===== src/rtl/load_store_unit_if.sv =====
// load_store_unit_if: request/response handshake between the MEM stage and the load/store unit.
interface load_store_unit_if #(parameter int ADDR_W = 16);
    logic              req_valid;
    logic              req_ready;
    logic              req_write;
    logic              req_byte;
    logic              req_hi;
    logic              req_signed;
    logic [ADDR_W-1:0] req_addr;
    logic [15:0]       req_wdata;
    logic              resp_valid;
    logic [15:0]       resp_rdata;
    logic              resp_err;
    modport master (
        output req_valid, req_write, req_byte, req_hi, req_signed, req_addr, req_wdata,
        input  req_ready, resp_valid, resp_rdata, resp_err
    );
    modport slave (
        input  req_valid, req_write, req_byte, req_hi, req_signed, req_addr, req_wdata,
        output req_ready, resp_valid, resp_rdata, resp_err
    );
endinterface


===== src/rtl/load_store_unit.sv =====
// load_store_unit: data-memory initiator with word/byte loads, read-modify-write byte stores and range checking.
module load_store_unit #(
    parameter int ADDR_W    = 16,
    parameter int MEM_WORDS = 8192,
    parameter int RD_LAT    = 1
) (
    input  logic                clk,
    input  logic                rst,
    load_store_unit_if.slave    bus,
    output logic                busy,
    output logic [15:0]         A_DataAddress,
    output logic [15:0]         D_WriteData,
    output logic                C_DMRead,
    output logic                C_DMWrite,
    input  logic [15:0]         D_Data
);
    localparam int CW = $clog2(RD_LAT + 2);
    typedef enum logic [2:0] {IDLE, READ, WAIT, WRITE, RESP} state_t;
    state_t            state;
    logic              idle_q;
    logic              write_q;
    logic              byte_q;
    logic              hi_q;
    logic              signed_q;
    logic [ADDR_W-1:0] addr_q;
    logic [7:0]        wbyte_q;
    logic [CW-1:0]     cnt;
    logic [7:0]        lane;
    assign lane = hi_q ? D_Data[15:8] : D_Data[7:0];
    // Gated by rst so the requester never sees ready while reset is held.
    assign bus.req_ready = idle_q & ~rst;
    always_ff @(posedge clk) begin
        if (rst) begin
            state          <= IDLE;
            idle_q         <= 1'b1;
            busy           <= 1'b0;
            bus.resp_valid <= 1'b0;
            bus.resp_err   <= 1'b0;
            bus.resp_rdata <= '0;
            A_DataAddress  <= '0;
            D_WriteData    <= '0;
            C_DMRead       <= 1'b0;
            C_DMWrite      <= 1'b0;
            cnt            <= '0;
        end else begin
            case (state)
                IDLE: if (bus.req_valid) begin
                    addr_q   <= bus.req_addr;
                    write_q  <= bus.req_write;
                    byte_q   <= bus.req_byte;
                    hi_q     <= bus.req_hi;
                    signed_q <= bus.req_signed;
                    wbyte_q  <= bus.req_wdata[7:0];
                    idle_q   <= 1'b0;
                    busy     <= 1'b1;
                    if (32'(bus.req_addr) >= MEM_WORDS) begin
                        state          <= RESP;
                        bus.resp_valid <= 1'b1;
                        bus.resp_err   <= 1'b1;
                        bus.resp_rdata <= '0;
                    end else if (bus.req_write && !bus.req_byte) begin
                        state         <= WRITE;
                        C_DMWrite     <= 1'b1;
                        A_DataAddress <= 16'(bus.req_addr);
                        D_WriteData   <= bus.req_wdata;
                    end else begin
                        state         <= READ;
                        C_DMRead      <= 1'b1;
                        A_DataAddress <= 16'(bus.req_addr);
                    end
                end
                READ: begin
                    C_DMRead <= 1'b0;
                    cnt      <= CW'(1);
                    state    <= WAIT;
                end
                WAIT: begin
                    cnt <= cnt + 1'b1;
                    if (cnt == CW'(RD_LAT)) begin
                        if (write_q) begin
                            state       <= WRITE;
                            C_DMWrite   <= 1'b1;
                            D_WriteData <= hi_q ? {wbyte_q, D_Data[7:0]} : {D_Data[15:8], wbyte_q};
                        end else begin
                            state          <= RESP;
                            bus.resp_valid <= 1'b1;
                            bus.resp_err   <= 1'b0;
                            bus.resp_rdata <= !byte_q ? D_Data : {signed_q ? {8{lane[7]}} : 8'h00, lane};
                        end
                    end
                end
                WRITE: begin
                    C_DMWrite      <= 1'b0;
                    state          <= RESP;
                    bus.resp_valid <= 1'b1;
                    bus.resp_err   <= 1'b0;
                    bus.resp_rdata <= '0;
                end
                RESP: begin
                    bus.resp_valid <= 1'b0;
                    state          <= IDLE;
                    idle_q         <= 1'b1;
                    busy           <= 1'b0;
                end
                default: begin
                    state  <= IDLE;
                    idle_q <= 1'b1;
                    busy   <= 1'b0;
                end
            endcase
        end
    end
endmodule


===== src/flat_wrapper.sv =====
// flat-port wrapper written by rule: the top's interface ports become plain ports
module load_store_unit_flat 
#(
    parameter int ADDR_W    = 16,
    parameter int MEM_WORDS = 8192,
    parameter int RD_LAT    = 1
)
  (clk, rst, busy, A_DataAddress, D_WriteData, C_DMRead, C_DMWrite, D_Data, bus_req_valid, bus_req_write, bus_req_byte, bus_req_hi, bus_req_signed, bus_req_addr, bus_req_wdata, bus_req_ready, bus_resp_valid, bus_resp_rdata, bus_resp_err);
  load_store_unit_if #(.ADDR_W(ADDR_W)) bus_i ();
  input  logic clk;
  input  logic rst;
  output logic busy;
  output logic [15:0] A_DataAddress;
  output logic [15:0] D_WriteData;
  output logic C_DMRead;
  output logic C_DMWrite;
  input  logic [15:0] D_Data;
  input wire logic [$bits(bus_i.req_valid)-1:0] bus_req_valid;
  input wire logic [$bits(bus_i.req_write)-1:0] bus_req_write;
  input wire logic [$bits(bus_i.req_byte)-1:0] bus_req_byte;
  input wire logic [$bits(bus_i.req_hi)-1:0] bus_req_hi;
  input wire logic [$bits(bus_i.req_signed)-1:0] bus_req_signed;
  input wire logic [$bits(bus_i.req_addr)-1:0] bus_req_addr;
  input wire logic [$bits(bus_i.req_wdata)-1:0] bus_req_wdata;
  output wire logic [$bits(bus_i.req_ready)-1:0] bus_req_ready;
  output wire logic [$bits(bus_i.resp_valid)-1:0] bus_resp_valid;
  output wire logic [$bits(bus_i.resp_rdata)-1:0] bus_resp_rdata;
  output wire logic [$bits(bus_i.resp_err)-1:0] bus_resp_err;
  assign bus_i.req_valid = bus_req_valid;
  assign bus_i.req_write = bus_req_write;
  assign bus_i.req_byte = bus_req_byte;
  assign bus_i.req_hi = bus_req_hi;
  assign bus_i.req_signed = bus_req_signed;
  assign bus_i.req_addr = bus_req_addr;
  assign bus_i.req_wdata = bus_req_wdata;
  assign bus_req_ready = bus_i.req_ready;
  assign bus_resp_valid = bus_i.resp_valid;
  assign bus_resp_rdata = bus_i.resp_rdata;
  assign bus_resp_err = bus_i.resp_err;
  load_store_unit #(.ADDR_W(ADDR_W), .MEM_WORDS(MEM_WORDS), .RD_LAT(RD_LAT)) u_core (.clk(clk), .rst(rst), .bus(bus_i), .busy(busy), .A_DataAddress(A_DataAddress), .D_WriteData(D_WriteData), .C_DMRead(C_DMRead), .C_DMWrite(C_DMWrite), .D_Data(D_Data));
endmodule

===== config.mk =====
export PLATFORM = sky130hd
export DESIGN_NAME = load_store_unit_flat
export DESIGN_NICKNAME = d
export VERILOG_FILES = /design/src/rtl/load_store_unit_if.sv /design/src/rtl/load_store_unit.sv /design/src/flat_wrapper.sv
export SDC_FILE = /design/constraint.sdc
export NUM_CORES = 1
export LEC_CHECK = 0
export CAP_MARGIN = 20
export CORE_ASPECT_RATIO = 2
export CORE_MARGIN = 1
export CORE_UTILIZATION = 25
export CTS_BUF_LIST = sky130_fd_sc_hd__clkbuf_8
export CTS_CLUSTER_DIAMETER = 60
export CTS_CLUSTER_SIZE = 16
export DETAILED_ROUTE_END_ITERATION = 10
export GPL_ROUTABILITY_DRIVEN = 0
export GPL_TIMING_DRIVEN = 0
export PLACE_DENSITY = 0.55
export SYNTH_ARGS = -nofsm -noshare
export SYNTH_HDL_FRONTEND = slang
export SYNTH_SLANG_ARGS = --single-unit

===== constraint.sdc =====
create_clock -name clk -period 2.2 [get_ports clk]
set_clock_uncertainty 0.2 [all_clocks]
set_input_delay 0.33 -clock clk [delete_from_list [all_inputs] [get_ports clk]]
set_output_delay 0.33 -clock clk [all_outputs]
set_load 0.02 [all_outputs]

# After elaboration in Yosys (flattened, before gate mapping)
# Cells that the tools add are included.
classes:
  n_reduce_logical: 18
  n_bitwise: 4
  order_cmp: 1
  n_eq_ne: 13
  n_addsub: 1
  mux: 44
op_table:
  columns: ["operator", "n"]
  rows:
  - ["16-bit two-way mux", 11]
  - ["16-bit case mux with 3 select lines", 1]
  - ["16-bit case mux with 2 select lines", 1]
  - ["16-bit by 14-bit >= comparator with 1-bit output, second input constant", 1]
  - ["1-bit two-way mux", 16]
  - ["8-bit two-way mux", 2]
  - ["3-bit two-way mux", 4]
  - ["3-bit case mux with 4 select lines", 1]
  - ["6-bit AND reduction", 2]
  - ["5-bit AND reduction", 2]
  - ["2-bit by 1-bit != test with 1-bit output, second input constant", 4]
  - ["2-bit != test, second input constant", 4]
  - ["3-bit by 2-bit == test with 1-bit output, second input constant", 2]
  - ["1-bit case mux with 2 select lines", 3]
  - ["1-bit case mux with 3 select lines", 2]
  - ["3-bit AND reduction", 2]
  - ["2-bit nonzero test", 3]
  - ["1-bit case mux with 4 select lines", 1]
  - ["2-bit case mux with 2 select lines", 1]
  - ["2-bit AND reduction", 2]
  - ["4-bit AND reduction", 1]
  - ["4-bit nonzero test", 1]
  - ["3-bit by 1-bit == test with 1-bit output, second input constant", 1]
  - ["3-bit == test, second input constant", 1]
  - ["other kinds (10)", 12]
word_totals:
  out_inout_bits: 54
  wordCells: 97
  register_bits: 71
  in_bits: 55

# Depth between registers and ports, before layout
# Gate-level depths: netlist of the first run.
depth:
  depth_word: 6
  ltp_mapped: 8

# Worst setup path before layout of the first run
# No wires, ideal clock.
synth_path:
  path_type: "flip-flop to flip-flop"
  startpoint: "register u_core.state[0]"
  endpoint: "register u_core.byte_q (enable)"
  required_time_ns: 1.599
  path_stages_with_launch: 5
  arrival_ns: 1.795
  synth_period_minus_slack_ns: 2.396
  path_slack_ns: -0.196
  path_cell_list: "dfxtp_1 -> or2_1 -> buf_4 -> buf_4 -> nor3_1"
synth_between:
  elab_chain_len: 2
synth_rtl:
  columns: ["item", "line_no", "source"]
  rows:
  - ["start: declaration", "load_store_unit.sv:19", "state_t state;"]
  - ["start signal: assignment", "load_store_unit.sv:34", "state <= IDLE;"]
  - ["start signal: assignment", "load_store_unit.sv:57", "state <= RESP;"]
  - ["start signal: assignment", "load_store_unit.sv:62", "state <= WRITE;"]
  - ["3-bit logical NOT", "load_store_unit.sv:46", "case (state)"]
  - ["3-bit AND reduction (no line)", null, null]
  - ["end signal: assignment", "load_store_unit.sv:50", "byte_q <= bus.req_byte;"]
  - ["end: declaration", "load_store_unit.sv:22", "logic byte_q;"]
# Every way passes these cells.
# A chain may end at the register's enable or synchronous reset.

# Worst setup path in the final report of the first run
layout_path:
  startpoint: "register u_core.state[1]"
  endpoint: "register u_core.D_WriteData[1]"
layout_between:
  elab_chain_len: 3
  word_cells_on_any_way: 10
  classes_between: "eq/ne (6); mux (1); reduce/logical (3)"
layout_rtl:
  columns: ["item", "line_no", "source"]
  rows:
  - ["3-bit by 2-bit == test with 1-bit output or 3-bit logical NOT (tied branches)", "load_store_unit.sv:46", null]
  - ["2-bit by 1-bit != test with 1-bit output (no line), or another cell as far along", null, null]
  - ["6-bit AND reduction (no line)", null, null]
  - ["end signal: assignment", "load_store_unit.sv:65", "D_WriteData <= bus.req_wdata;"]
  - ["end signal: assignment", "load_store_unit.sv:83", "D_WriteData <= hi_q ? {wbyte_q, D_Data[7:0]} : {D_Data[15:8], wbyte_q};"]
  - ["end: declaration", "load_store_unit.sv:12", "output logic [15:0] D_WriteData,"]
# Several ways; a longest one is shown, not always the timed one.

==> results of run 1 <==
[logic make-up after synthesis]
group	after synthesis	share of synthesized area [%]
flops	71	46.8
fa+ha+maj	1	0.380
mux	26	8.16
buf+inv	31	5.12
simple gates	132	21.5
compound gates	109	18.1
[path summary, 6_finish.rpt]
kind              cells past startpoint  slack, ns                      end
setup / recovery                      5       0.09    u_core.D_WriteData[1]
hold / removal                        3       0.20          u_core.state[1]
setup reg to reg                      5       0.09    u_core.D_WriteData[1]
hold reg to reg                       2       0.25  u_core.A_DataAddress[1]
[what timing repair did]
item                                    4_1_cts  5_1_grt
resized for setup                            14       17
buffers inserted                              4        0
pin swaps                                     2        2
gates cloned                                  1        0
endpoints found under the setup margin       34       37
[layout make-up]
| class | count | area (sq um) |
|---|---|---|
| multi-input cells | 268 | 1650 |
| fillers | 1326 | 8070 |
| well taps | 152 | 190 |
| clock buffers | 11 | 151 |
| clock inverters | 5 | 23.8 |
| flip-flops and latches | 71 | 1540 |
| repair buffers | 114 | 1120 |
| plain buffers | 27 | 165 |
| inverters | 3 | 11.3 |
[cell usage after synthesis, types with 7 or more instances]
| cell | instances |
|---|---|
| sky130_fd_sc_hd__dfxtp_1 | 59 |
| sky130_fd_sc_hd__nand4_1 | 7 |
| sky130_fd_sc_hd__edfxtp_1 | 12 |
| sky130_fd_sc_hd__a21oi_1 | 41 |
| sky130_fd_sc_hd__mux2_2 | 7 |
| sky130_fd_sc_hd__nor2b_1 | 12 |
| sky130_fd_sc_hd__mux2i_1 | 19 |
| sky130_fd_sc_hd__o21ai_0 | 45 |
| sky130_fd_sc_hd__clkbuf_1 | 13 |
| sky130_fd_sc_hd__nand2_1 | 49 |
| sky130_fd_sc_hd__nor2_1 | 28 |
| sky130_fd_sc_hd__buf_2 | 7 |
| sky130_fd_sc_hd__or4b_1 | 17 |
[layout by cell type, fill, tap and decap left out, drive strengths merged, types with 2 or more instances in the layout]
master	synthesis	final
nand4	7	7
clkinv	0	3
or4b	17	17
nor3	5	5
a211oi	4	4
buf	14	19
dfxtp	59	59
o22ai	2	2
a31oi	2	2
nand2	49	49
clkdlybuf4s50	0	103
nor2	28	28
nand2b	4	4
inv	3	4
o21ai	51	51
nand3	2	2
nor3b	4	4
edfxtp	12	12
mux2	7	7
dlygate4sd2	0	5
mux2i	19	19
clkbuf	13	24
a21oi	41	41
nor2b	12	12
[per-layer routing]
layer,vias to the layer above,track usage (%),part of all wire (%)
li1,1563,-,-
met1,1462,14.6,33
met2,118,34.3,57
met3,27,4.90,5.7
met4,0,9.33,3.8
met5,-,0,0
[power by group through the flow]
stage	Combinational (uW)	Clock [uW]	Sequential, uW
final	405	959	1370
after global routing	438	1020	1380
after CTS	404	981	1370
after detailed placement	395	0	1400
after global placement	390	0	1400
after floorplan	165	0	1410
[worst max-delay path, delay by kind of cell (launching register included)]
family | cells | cell delay (ns)
buffers and inverters | 1 | 0.18
DFF | 1 | 0.37
and+or+nand+nor | 2 | 0.76
AOI/OAI and AO/OA | 2 | 0.54
[sequential cells by signal, summed over array words and instances (netlist names)]
signal                 cells
u_core.A_DataAddress      16
u_core.C_DMRead            1
u_core.C_DMWrite           1
u_core.D_WriteData        16
u_core.bus.resp_err        1
u_core.bus.resp_rdata     16
u_core.bus.resp_valid      1
u_core.busy                1
u_core.byte_q              1
u_core.cnt                 2
u_core.hi_q                1
u_core.idle_q              1
u_core.signed_q            1
u_core.state               3
u_core.wbyte_q             8
u_core.write_q             1
[through the flow]
| stage | hold WS [ns] | area [sq um] |
|---|---|---|
| floorplan | 0.229 | 3300 |
| CTS | 0.175 | 4830 |
| finish | 0.195 | 4850 |
| detailed placement | 0.248 | 4580 |
| global route | 0.194 | 4850 |
| global placement | 0.239 | 4570 |
==> metrics, run 1 <==
final-report setup violation count 0; FMAX 473 MHz; switching part of the total power 26.8%; routed wire length 11400 um; port bufs 108; critical-path cell list or2b_4, o31a_1, buf_4, or4b_1, a21oi_1; CTS H-tree lvls 3; Final Core Density 37.6%; Required @ worst endpoint 2.29 ns; largest net degree at the start of global routing 12; half-perimeter wire length after detailed placement 9090 um; clock root cell sky130_fd_sc_hd__clkbuf_8; RSZ-0062 raised after global routing no; cell area after synthesis 3300 sq um; Die X-Extent 83.2 um; wire length of the first global-routing pass 17600 um; clock network fraction of design power 35.1%; Reg2Reg Launch Point u_core.state[1]; static leakage power 0.00168 uW; top-level port count 109; residual DRC count 2; total number of vias 3170; number of clock sinks 71; type of the worst min-delay path in -> reg; Num CTS Buffers 9; Yosys top cell area share 35.8%; Synth warnings 0; pre-CTS setup slack -0.582 ns; headroom to the max-slew limit 67.7%; number of distinct library cell variants in the gate-level netlist after synthesis 42; internal power summed over all cells 2000 uW; start-to-end type of the worst setup path reg -> reg; Sum Neg Setup Slack 0 ns; clock insertion delay at the later pin of the skew report 0.36 ns; Worst Path Max Fanout 7; chip height 164 um; number of detailed-routing iterations run before antenna repair 8; final hold violation count 0; share of the clock period used by the worst path after layout 96.1%; leftover overflow at the end of global routing 0; Core Footprint 12900 sq um; run status finished, violations left; die area 13700 sq um; antenna cell count 0; power share of the sequential group 50.1%; power per standard cell area 564 nW/um^2; area grow syn2layout 47.3%; count of placed standard cells in the final layout, fillers left out 651; overall global routing resource usage 17.0%; number of buffers on the longest clock path 2; cell total after placement 631; most area-consuming cells after synthesis sky130_fd_sc_hd__dfxtp_1 (36%), sky130_fd_sc_hd__edfxtp_1 (11%), sky130_fd_sc_hd__o21ai_0 (6.8%); Overall Power 2740 uW; worst vdd ir 375 uV; slowest CP cell sky130_fd_sc_hd__or4b_1; post-synthesis cell count 370; Worst setup EP type register; number of core rows 59; post-synthesis async set-or-reset flop share 0%; combinational group share of total power 14.8%; Mean Syn Cell Area 8.91 sq um; min-delay src bus_req_valid; number of max-capacitance violations reported 0; critical path startpoint category register; setup slack after layout 0.0862 ns; fraction of final layout cells with drive strength greater than 1 12.4%; Slew Limit Fails 0; Psw 733 uW; initial antenna violation count 0; data arrival time at the worst-slack endpoint 2.21 ns; flip-flop and latch count after synthesis 71; Vias/cell 4.87; nets in the synthesized netlist 426; Hold-fix buffers, CTS 0; most used flip-flop cell after synthesis sky130_fd_sc_hd__dfxtp_1; CTS tree built; crit-path max cell delay 0.50 ns; origin of the worst setup path u_core.state[1]; starting utilization of the core area 25.5%; via count of the first global-routing pass 3319; Worst-path clk slew 0.07 ns; crit path time final 2.11 ns; post-layout net count 550; failing checks design-rule violations; number of enable-type register cells in the synthesized netlist 12; DRT antenna net count 0; part of the Yosys area used for sequential elements 46.8%; biggest area consumer among synthesized cells sky130_fd_sc_hd__dfxtp_1; detail-routed net length per standard cell 17.5 um; Iter 0 DRT Violations 76; slew at the pin closest to its max-slew limit 0.484 ns
Power figures use the tool's default switching activity.
==> inputs of run 2 (changes only) <==
Settings changed: PLACE_DENSITY 0.55 to default.
==> run 2 against run 1 <==
  * The run now ends clean
  * Cell area decreased by 0.28%
  * Non-clock buffer count decreased by 1
  * Largest power group unchanged
  * Highest routed layer unchanged
  * Sequential share of layout area increased by 0.14 points
  * Via count increased by 2.1%
  * Hold slack improved by 0.059 ns
  * Power decreased by 3.5%
  * Final cell count decreased by 0.15%
  * Setup slack got worse by 0.046 ns
  * Sequential power about the same
==> metrics, run 2 (synthesis results as in run 1) <==
detail-routed net length per standard cell 17.0 um; final hold violation count 0; type of the worst min-delay path in -> reg; combinational group share of total power 15.1%; residual DRC count 0; Worst Path Max Fanout 7; top-level port count 109; leftover overflow at the end of global routing 0; CTS tree built; headroom to the max-slew limit 67.2%; Die X-Extent 83.2 um; Num CTS Buffers 9; routed wire length 11100 um; port bufs 108; start-to-end type of the worst setup path reg -> reg; power per standard cell area 546 nW/um^2; DRT antenna net count 0; Hold-fix buffers, CTS 0; wire length of the first global-routing pass 17300 um; initial antenna violation count 0; internal power summed over all cells 1930 uW; number of buffers on the longest clock path 2; via count of the first global-routing pass 3311; half-perimeter wire length after detailed placement 8670 um; Slew Limit Fails 0; number of core rows 59; run status finished, final reports clean; number of clock sinks 71; hold depth 3; most common library cell in the layout ignoring fill and taps sky130_fd_sc_hd__clkdlybuf4s50_1; critical path startpoint category register; starting utilization of the core area 25.5%; cell total after placement 631; count of placed standard cells in the final layout, fillers left out 650; number of max-capacitance violations reported 0; Vias/cell 4.98; number of detailed-routing iterations run before antenna repair 4; data arrival time at the worst-slack endpoint 2.25 ns; overall global routing resource usage 16.5%; area grow syn2layout 46.8%; static leakage power 0.00169 uW; Worst setup EP type register; final-report setup violation count 0; largest registers u_core.A_DataAddress: 16 flops, u_core.D_WriteData: 16 flops, u_core.bus.resp_rdata: 16 flops; die area 13700 sq um; R2R cell count 5; clock insertion delay at the later pin of the skew report 0.35 ns; crit path time final 2.16 ns; hold worst-path end u_core.state[1]; worst vdd ir 352 uV; clock root cell sky130_fd_sc_hd__clkbuf_8; min-delay src bus_req_valid; fraction of final layout cells with drive strength greater than 1 13.1%; clock network fraction of design power 33.0%; total number of vias 3236; chip height 164 um; Iter 0 DRT Violations 147; CTS H-tree lvls 3; Worst-path clk slew 0.07 ns; Psw 709 uW; worst hold slack 0.254 ns; RSZ-0062 raised after global routing yes; Sum Neg Setup Slack 0 ns; Reg2Reg Launch Point u_core.state[1]; slew at the pin closest to its max-slew limit 0.492 ns; power share of the sequential group 52.0%; Required @ worst endpoint 2.28 ns; FMAX 463 MHz; commonest cells after routing, fill and taps aside sky130_fd_sc_hd__clkdlybuf4s50_1 (103), sky130_fd_sc_hd__dfxtp_1 (58), sky130_fd_sc_hd__nand2_1 (48); Crit Reg-Reg Endpoint u_core.D_WriteData[0]; antenna cell count 0; Core Footprint 12900 sq um; share of the clock period used by the worst path after layout 98.2%; crit-path max cell delay 0.51 ns; post-layout net count 549; critical-path cell list or2b_4, o31a_1, buf_6, or4b_1, a21oi_1; largest net degree at the start of global routing 12; switching part of the total power 26.8%; R2R Setup Slk 0.04 ns; slowest CP cell sky130_fd_sc_hd__or4b_1
## run 2: changes by cell type in the layout (fill, tap and decap cells not counted), sizes merged
cell,before,now
clkinv,3,4
clkbuf,24,21
inv,4,6
clkinvlp,1,0
## run 2: repair_timing
item,CTS,global route
pin swaps,3,3
cloned,2,0
buffers inserted,1,1
resized for setup,14,24
setup endpoints to repair,32,37
## run 2: worst max-delay path by stage
stage / end / start / slack (ns)
2_1_floorplan: u_core.D_WriteData[10] / bus_req_addr[15] / 0.15
3_3_place_gp: u_core.hi_q / bus_req_valid / -0.57
3_5_place_dp: u_core.bus.resp_rdata[7] / bus_req_valid / -0.55
4_1_cts: u_core.D_WriteData[3] / u_core.state[1] / 0.001
5_1_grt: u_core.D_WriteData[15] / u_core.state[1] / -0.01
6_report: u_core.D_WriteData[0] / u_core.state[1] / 0.04
## run 2: per-stage QoR
stage               instance area (sq um)  setup slack, ns  power (uW)  utilization, %
floorplan                            3300            0.151        1580               -
detailed placement                   4580           -0.552        1790            35.4
CTS                                  4790          0.00106        2670            37.1
finish                               4840           0.0397        2640            37.5
global placement                     4570           -0.565        1790            35.4
global route                         4840          -0.0120        2750            37.5
## run 2: power by group through the flow
stage                     registers, uW  clock network (uW)  logic (uW)
final                              1370                 871         398
after CTS                          1370                 901         396
after global routing               1370                 952         428
after detailed placement           1400                   0         391
after global placement             1400                   0         384
after floorplan                    1410                   0         165
## run 2: routing by layer
metal  vias to the layer above  routed length, um  GRT usage (%)
met5                         -                  0              0
met4                         0                438           9.56
met3                        25                513           3.55
met2                       122               6300           32.9
met1                      1514               3830           15.1
li1                       1575                  -              -
## run 2: final cells by class
| type | instances | area (sq um) |
|---|---|---|
| multi-input cells | 268 | 1660 |
| plain buffers | 27 | 161 |
| clock buffers | 9 | 124 |
| repair buffers | 113 | 1120 |
| clock inverters | 7 | 33.8 |
| well taps | 152 | 190 |
| flip-flops and latches | 71 | 1550 |
| fillers | 1303 | 8080 |
| inverters | 3 | 11.3 |
## run 2: critical path, delay by kind of cell, from the launching register on
| kind | cells | cell delay [ns] |
|---|---|---|
| AND/OR/NAND/NOR | 2 | 0.79 |
| AO/OA/AOI/OAI | 2 | 0.55 |
| flip-flops | 1 | 0.37 |
| buffers and inverters | 1 | 0.17 |
==> inputs of run 3 (changes only) <==
Settings changed: CELL_PAD_IN_SITES_DETAIL_PLACEMENT from default to 1, CELL_PAD_IN_SITES_GLOBAL_PLACEMENT from default to 1, CORE_MARGIN 1 to default, PLACE_DENSITY_LB_ADDON from default to 0.1.
==> run 3 against run 2 <==
  * The flow now finishes with violations (negative setup slack)
  * Critical path depth increased by 1
  * Sequential cell count unchanged
  * Via count decreased by 0.87%
  * Non-clock buffer count unchanged
  * Die area unchanged
  * Global-route usage increased by 2.1 points
  * Critical endpoint is now u_core.D_WriteData[3]
  * Hold slack got worse by 0.041 ns
  * Final cell count unchanged
  * Routed wire length increased by 11%
  * Critical path type is now in -> reg
  * Clock-buffer cell count increased by 1
  * Sequential share of layout area decreased by 0.77 points
  * Power increased by 18%
==> metrics, run 3 (synthesis results as in run 1) <==
Worst-path clk slew 0.08 ns; initial antenna violation count 0; via count of the first global-routing pass 3505; Worst Path Max Fanout 5; starting utilization of the core area 25.5%; hold worst-path end u_core.state[1]; share of the clock period used by the worst path after layout 100%; clock root cell sky130_fd_sc_hd__clkbuf_8; min-delay src bus_req_valid; clock insertion delay at the later pin of the skew report 0.36 ns; cell total after placement 631; Psw 776 uW; critical-path cell list dlygate4sd2_1, or3_4, o31a_1, buf_6, or4b_1, a21oi_1; number of core rows 59; Slew Limit Fails 0; port bufs 108; wire length of the first global-routing pass 19300 um; area used by sequential logic in the layout 1550 sq um; worst vdd ir 326 uV; Num CTS Buffers 9; R2R cell count 5; commonest cells after routing, fill and taps aside sky130_fd_sc_hd__clkdlybuf4s50_1 (103), sky130_fd_sc_hd__dfxtp_1 (58), sky130_fd_sc_hd__nand2_1 (47); Required @ worst endpoint 2.30 ns; most common library cell in the layout ignoring fill and taps sky130_fd_sc_hd__clkdlybuf4s50_1; area of the multi-input gates 1680 sq um; setup slack after layout -0.000461 ns; antenna cell count 0; CTS H-tree lvls 3; critical path startpoint category input pin; largest net degree at the start of global routing 14; run status finished, violations left; leftover overflow at the end of global routing 0; Crit Reg-Reg Endpoint u_core.D_WriteData[3]; CTS tree built; overall global routing resource usage 18.6%; Sum Neg Setup Slack -0.000461 ns; hold depth 3; slew at the pin closest to its max-slew limit 0.540 ns; total number of vias 3208; static leakage power 0.00172 uW; half-perimeter wire length after detailed placement 9850 um; crit-path max cell delay 0.53 ns; headroom to the max-slew limit 64.0%; DRT antenna net count 0; Worst setup EP type register; chip height 164 um; R2R Setup Slk 0.03 ns; number of fill cells in the layout 1509; die area 13700 sq um; Die X-Extent 83.2 um; crit path time final 2.20 ns; final hold violation count 0; FMAX 454 MHz; type of the worst min-delay path in -> reg; residual DRC count 0; clock network fraction of design power 42.4%; RSZ-0062 raised after global routing yes; count of placed standard cells in the final layout, fillers left out 650; Iter 0 DRT Violations 86; data arrival time at the worst-slack endpoint 2.30 ns; number of buffers on the longest clock path 2; Vias/cell 4.94; combinational group share of total power 13.4%; slowest CP cell sky130_fd_sc_hd__or4b_1; number of detailed-routing iterations run before antenna repair 4; final-report setup violation count 1; routed wire length 12300 um; number of clock sinks 71; Core Footprint 12900 sq um; area grow syn2layout 50.5%; internal power summed over all cells 2330 uW; post-layout net count 549; switching part of the total power 25.0%; largest registers u_core.A_DataAddress: 16 flops, u_core.D_WriteData: 16 flops, u_core.bus.resp_rdata: 16 flops; number of max-capacitance violations reported 0; failing checks negative setup slack; start-to-end type of the worst setup path in -> reg; Reg2Reg Launch Point u_core.state[1]; detail-routed net length per standard cell 18.9 um; power share of the sequential group 44.2%; power per standard cell area 626 nW/um^2; fraction of final layout cells with drive strength greater than 1 13.7%; top-level port count 109
## run 3: per-layer routing
layer  vias to the layer above  routed length, um  GRT usage [%]
met2                        87               7500           39.5
met1                      1547               4010           16.3
met3                        15                451           3.25
li1                       1559                  -              -
met4                         0                342           8.86
met5                         -                  0              0
## run 3: per-stage QoR
stage               worst slack (ns)  hold slack (ns)  total power (uW)  cell area, sq um  util [%]
floorplan                      0.151            0.229              1580              3300         -
finish                     -0.000461            0.214              3100              4960      38.4
global placement              -0.657            0.242              1800              4570      35.4
detailed placement            -0.551            0.250              1810              4580      35.5
CTS                         -0.00279            0.206              3140              4880      37.8
global route                 -0.0117            0.207              3230              4960      38.4
## run 3: worst max path at each step
stage                          start                      to  slack [ns]  cells past startpoint
floorplan           bus_req_addr[15]  u_core.D_WriteData[10]        0.15                      5
global placement                 rst             u_core.hi_q       -0.66                      3
detailed placement     bus_req_valid   u_core.D_WriteData[4]       -0.55                      6
CTS                  u_core.state[2]   u_core.D_WriteData[4]      -0.003                      6
global route        bus_req_addr[13]   u_core.D_WriteData[3]       -0.01                      6
finish              bus_req_addr[13]   u_core.D_WriteData[3]     -0.0005                      6
## run 3: area by class of cell
class / count / area share, %
Timing Repair Buffer: 113 / 22.5
Inverter: 3 / 0.227
Buffer: 27 / 3.30
Clock buffer: 10 / 2.77
Sequential cell: 71 / 31.2
Tap cell: 152 / 3.83
Multi-Input combinational cell: 268 / 34.0
Clock inverter: 6 / 2.22
## run 3: timing repair
item,in CTS,in global routing
setup endpoints to repair,41,48
pin swaps,5,0
hold buffers,0,0
buffers inserted,1,1
resized for setup,18,22
gates cloned,1,1
## run 3: power by group through the flow
| stage | clock, uW | combinational (uW) | sequential (uW) |
|---|---|---|---|
| after floorplan | 0 | 165 | 1410 |
| after global placement | 0 | 398 | 1400 |
| after detailed placement | 0 | 404 | 1400 |
| after CTS | 1350 | 411 | 1370 |
| after global routing | 1410 | 447 | 1380 |
| final | 1320 | 415 | 1370 |
## run 3: worst max-delay path: cells and delay by family
family / cells / cell delay, ns
AND/OR/NAND/NOR: 2 / 0.93
AO/OA/AOI/OAI: 2 / 0.59
buffers and inverters: 2 / 0.45
